--- src/rtl/wb_decompressor.sv ---
// Slave endpoint of the compressed wishbone link: rebuilds the two-beat header
// plus data beats into classic wishbone master cycles and returns ack/err/data.
module wb_decompressor #(
  parameter int AW      = 24,
  parameter int DW      = 16,
  parameter int TIMEOUT = 255
) (
  input  logic          i_clk,
  input  logic          i_rst,
  input  logic [DW-1:0] cw_io_i,
  output logic [DW-1:0] cw_io_o,
  input  logic          cw_req,
  input  logic          cw_dir,
  output logic          cw_ack,
  output logic          cw_err,
  output logic          wb_cyc,
  output logic          wb_stb,
  output logic [AW-1:0] wb_adr,
  output logic [DW-1:0] wb_o_dat,
  input  logic [DW-1:0] wb_i_dat,
  output logic          wb_we,
  output logic [1:0]    wb_sel,
  input  logic          wb_ack,
  input  logic          wb_err
);

  localparam int TW = (TIMEOUT > 0) ? $clog2(TIMEOUT + 1) : 1;

  typedef enum logic [2:0] {
    S_IDLE, S_HDR, S_WAIT, S_BUS, S_ACK, S_ERR, S_END
  } state_t;

  state_t state, state_nxt;

  logic [15:0]   base_lo;
  logic [7:0]    base_hi;
  logic [2:0]    beat;
  logic [2:0]    last_beat;
  logic [TW-1:0] tcnt;
  logic [23:0]   cur_adr;
  logic          timed_out;
  logic          more;

  // Burst beats walk consecutive addresses and wrap at the 24-bit boundary.
  assign cur_adr   = {base_hi, base_lo} + 24'(beat);
  assign wb_adr    = cur_adr[AW-1:0];
  assign timed_out = (TIMEOUT != 0) && (tcnt == TW'(TIMEOUT));
  assign more      = (beat != last_beat);

  always_ff @(posedge i_clk) begin
    if (!i_rst) state <= S_IDLE;
    else        state <= state_nxt;
  end

  always_comb begin
    state_nxt = state;
    case (state)
      S_IDLE: if (cw_req) state_nxt = S_HDR;
      S_HDR:  state_nxt = S_WAIT;
      S_WAIT: if (!wb_we || cw_dir) state_nxt = S_BUS;
      S_BUS: begin
        if (wb_err)         state_nxt = S_ERR;
        else if (wb_ack)    state_nxt = S_ACK;
        else if (timed_out) state_nxt = S_ERR;
      end
      S_ACK:  state_nxt = more ? S_WAIT : S_END;
      S_ERR:  state_nxt = S_END;
      S_END:  if (!cw_req) state_nxt = S_IDLE;
      default: state_nxt = S_IDLE;
    endcase
    // Dropping the request mid-transaction abandons it without any response.
    if (!cw_req && state != S_IDLE && state != S_END) state_nxt = S_IDLE;
  end

  always_comb begin
    cw_ack = 1'b0;
    cw_err = 1'b0;
    wb_cyc = 1'b0;
    wb_stb = 1'b0;
    case (state)
      S_BUS: begin
        wb_cyc = 1'b1;
        wb_stb = 1'b1;
      end
      S_ACK: begin
        cw_ack = 1'b1;
        wb_cyc = more;
      end
      S_ERR:  cw_err = 1'b1;
      S_WAIT: wb_cyc = (beat != 3'd0);
      default: ;
    endcase
  end

  always_ff @(posedge i_clk) begin
    if (!i_rst) begin
      base_lo   <= '0;
      base_hi   <= '0;
      beat      <= '0;
      last_beat <= '0;
      tcnt      <= '0;
      wb_we     <= 1'b0;
      wb_sel    <= '0;
      wb_o_dat  <= '0;
      cw_io_o   <= '0;
    end else begin
      tcnt <= (state == S_BUS) ? tcnt + 1'b1 : '0;
      case (state)
        S_IDLE: if (cw_req) base_lo <= cw_io_i[15:0];
        S_HDR: begin
          base_hi   <= cw_io_i[7:0];
          wb_we     <= cw_io_i[8];
          wb_sel    <= cw_io_i[10:9];
          last_beat <= cw_io_i[12] ? 3'd7 : (cw_io_i[11] ? 3'd3 : 3'd0);
          beat      <= '0;
        end
        S_WAIT: if (wb_we && cw_dir) wb_o_dat <= cw_io_i;
        // An ack coinciding with an abort or an err is not captured.
        S_BUS:  if (cw_req && wb_ack && !wb_err && !wb_we) cw_io_o <= wb_i_dat;
        S_ACK:  beat <= beat + 3'd1;
        default: ;
      endcase
    end
  end

endmodule

--- config.mk ---
export PLATFORM = sky130hd
export DESIGN_NAME = wb_decompressor
export DESIGN_NICKNAME = d
export VERILOG_FILES = /design/src/rtl/wb_decompressor.sv
export SDC_FILE = /design/constraint.sdc
export NUM_CORES = 1
export LEC_CHECK = 0
export ABC_AREA = 1
export BUFFER_PORTS_ARGS = -buffer_cell sky130_fd_sc_hd__buf_4
export CORE_ASPECT_RATIO = 0.9
export CORE_MARGIN = 2
export CORE_UTILIZATION = 47
export DETAILED_ROUTE_END_ITERATION = 8
export GPL_ROUTABILITY_DRIVEN = 0
export PLACE_DENSITY = 0.76
export SLEW_MARGIN = 5
export SYNTH_ARGS = -nofsm -noshare
export SYNTH_HDL_FRONTEND = slang
export SYNTH_SLANG_ARGS = --single-unit
--- constraint.sdc ---
create_clock -name i_clk -period 1.7 [get_ports i_clk]
set_clock_uncertainty 0.05 [all_clocks]
set_input_delay 0.085 -clock i_clk [delete_from_list [all_inputs] [get_ports i_clk]]
set_output_delay 0.085 -clock i_clk [all_outputs]
set_load 0.01 [all_outputs]
==> qor.yml <==
die:
  io_pins: 101
  num_rows: 30
  coreArea_sq_um: 7510
  die_h_um: 87.5
  initial_core_util_pct: 48.5
  die_area_sq_um: 8460
  die_w_um: 96.7
worst_setup_path:
  critPathRequiredTime_ns: 1.56
  cp_max_fo: 3
  cp.arrival_ns: 1.96
  r2r_slack_ns: 0.14
  critPathMaxStageDelay_ns: 0.37
  cp_cell_sequence: "ha_4, fa_2, a21oi_4, nand3b_1, nor2_1, xor2_1, buf_4"
  critical_path_class: "flip-flop to primary output"
  cp-end-kind: "primary output"
  start_kind: "flip-flop"
  cpMaxStageDelayCell: "fa_2"
drt:
  drtIter0Drc: 223
  postRouteAntennaNets: 0
  routed_wl_um: 10700
  drtPass1Iterations: 5
  vias: 3932
  viasPerCell: 5.18
  avgRoutedWirePerCell_um: 14.1
  drc_errors: 0
final_layout:
  antenna_cells: 0
  fillerInstances: 561
  layout_common_cells: "buf_4, nand2_1, nor2_1"
  multi_input_area_sq_um: 2080
  final_cells: 759
  regArea_sq_um: 1550
  drive_above_1_share_pct: 32.9
  final_nets: 703
  layout_commonest_cell: "buf_4"
  area_growth_pct: 49.1
global_routing:
  grt_pass1_wl_um: 16700
  antenna_found_initial: 0
  grt-ovfl-total: 0
  grt_max_degree: 43
  grt_usage_pct: 24.2
  grt_pass1_vias: 3612
timing:
  fmax_mhz: 477
  layout_min_cycle_time_ns: 2.10
  holdWs_ns: 0.0896
  final.period_utilization_pct: 123
  worst_slack_ns: -0.396
  setup_violations: 22
  hold_viol: 0
  tightest_slew_ns: 0.502
  rsz0062_at_grt: "true"
  relSlewSlack_pct: 66.4
  maxSlewViolCount: 0
logic_synthesis:
  synth_edf_count: 0
  synth-seq-cells: 75
  synth_cells: 514
  async_reset_ff_share_pct: 0
  ys_seq_area_share_pct: 41.3
  synth_top_flop_cell: "dfxtp_1"
  syn_area_per_cell_sq_um: 7.08
  yosysUniqueCellTypes: 32
  synthesis.area_sq_um: 3640
  syn_nets: 559
  synth_warnings: 0
clock_tree:
  cts_tree: "yes"
  clock_path_buffers: 2
  clockRootBuffer: "clkbuf_8"
  clk_pin_slew_ns: 0.08
  clock_latency_ns: 0.34
  cts_sinks: 75
  cts-htree-levels: 3
  cts_buffers: 9
power_and_ir_drop:
  power.density_nw_per_um2: 885
  leakage_uw: 0.00241
  ir_worst_vdd_v: 0.000419
worst_hold_path:
  hp-class: "input port to flip-flop"
place:
  dpl.cell_count: 708
  io_buffer_count: 100
  dp_hpwl_um: 7090
run:
  drv_cap: 0
outcome:
  status: "complete, but fails checks"
  failed_checks: "negative setup slack"
## sequential cells by signal, indices dropped and copies added (netlist names)
| signal | cells |
|---|---|
| base_hi | 8 |
| base_lo | 16 |
| beat | 3 |
| cw_io_o | 16 |
| last_beat | 2 |
| state | 3 |
| tcnt | 8 |
| wb_o_dat | 16 |
| wb_sel | 2 |
| wb_we | 1 |
## stage by stage
step	total power, uW	TNS [ns]	utilization (%)	instance area [sq um]	worst slack, ns
2_1_floorplan	2680	0	-	3640	0.0110
3_3_place_gp	3130	-0.527	60.2	4520	-0.0891
3_5_place_dp	3160	-1.10	60.2	4520	-0.155
4_1_cts	4700	-4.86	69.4	5210	-0.378
5_1_grt	5030	-6.52	72.3	5430	-0.470
6_report	4800	-5.13	72.3	5430	-0.396
## logic make-up after synthesis
group           count (synthesis)  synth area share (%)
compound gates                101                  14.2
fa+ha+maj                       7                  2.61
xor+xnor                       17                  4.09
flops                          75                  41.3
simple gates                  238                  29.0
buf+inv                        76                  8.80
## routing by layer
layer / up-vias / share of wire [%] / track usage (%)
met5: - / 0 / 0
met4: 0 / 2.0 / 9.48
met3: 23 / 7.0 / 5.14
met2: 159 / 48 / 39.1
met1: 1791 / 43 / 32.1
li1: 1959 / - / -
## where the power goes
| part | switching (uW) | internal (uW) | total, uW |
|---|---|---|---|
| clock | 734 | 734 | 1470 |
| combinational | 668 | 543 | 1210 |
| sequential | 189 | 1930 | 2120 |
| total | 1590 | 3210 | 4800 |
## worst max-delay path: cells and delay by family (launching register included)
| family | cells | cell delay (ns) |
|---|---|---|
| and+or+nand+nor | 2 | 0.28 |
| AOI/OAI and AO/OA | 1 | 0.18 |
| buffers and inverters | 1 | 0.14 |
| DFF | 1 | 0.34 |
| xor gates and xnor gates | 1 | 0.14 |
| adders and majority gates | 2 | 0.53 |
## Yosys cell counts (3+ instances only)
cell,count,share of area [%]
a21oi_1,54,7.4
buf_2,4,0.55
buf_6,3,0.93
clkbuf_1,7,0.72
dfxtp_1,75,41
ha_1,6,2.1
inv_1,54,5.6
inv_2,5,0.52
nand2_1,97,10
nand3_1,43,5.9
nand3_2,6,1.7
nand4_1,8,1.4
nor2_1,69,7.1
nor3_1,7,0.96
o21ai_0,40,5.5
or2_2,3,0.52
xor2_1,16,3.9
## timing repair
item / 4_1_cts / 5_1_grt
setup endpoints to repair: 22 / 24
setup buffers: 0 / 3
hold buffers: 32 / 0
pin swaps: 17 / 18
hold endpoints to repair: 45 / 0
gates cloned: 0 / 0
gates resized for setup: 48 / 56
## path summary, 6_finish.rpt
check	startpoint	end	cells after the start
max	base_lo[0]$_SDFFE_PN0P_	wb_adr[14]	7
min	i_rst	base_hi[0]$_SDFFE_PN0P_	3
max reg2reg	state[1]$_SDFFE_PP0P_	base_hi[4]$_SDFFE_PN0P_	4
min reg2reg	tcnt[0]$_SDFF_PN0_	tcnt[0]$_SDFF_PN0_	1
## final cells by class
cell class              count  area share (%)
repair buffers            149            22.7
flip-flops and latches     75            28.5
clock buffers              10            2.54
inverters                  60            4.29
clock inverters             6            1.34
multi-input cells         363            38.4
well taps                  96            2.21
No activity file was read; power rests on OpenSTA's default activity.
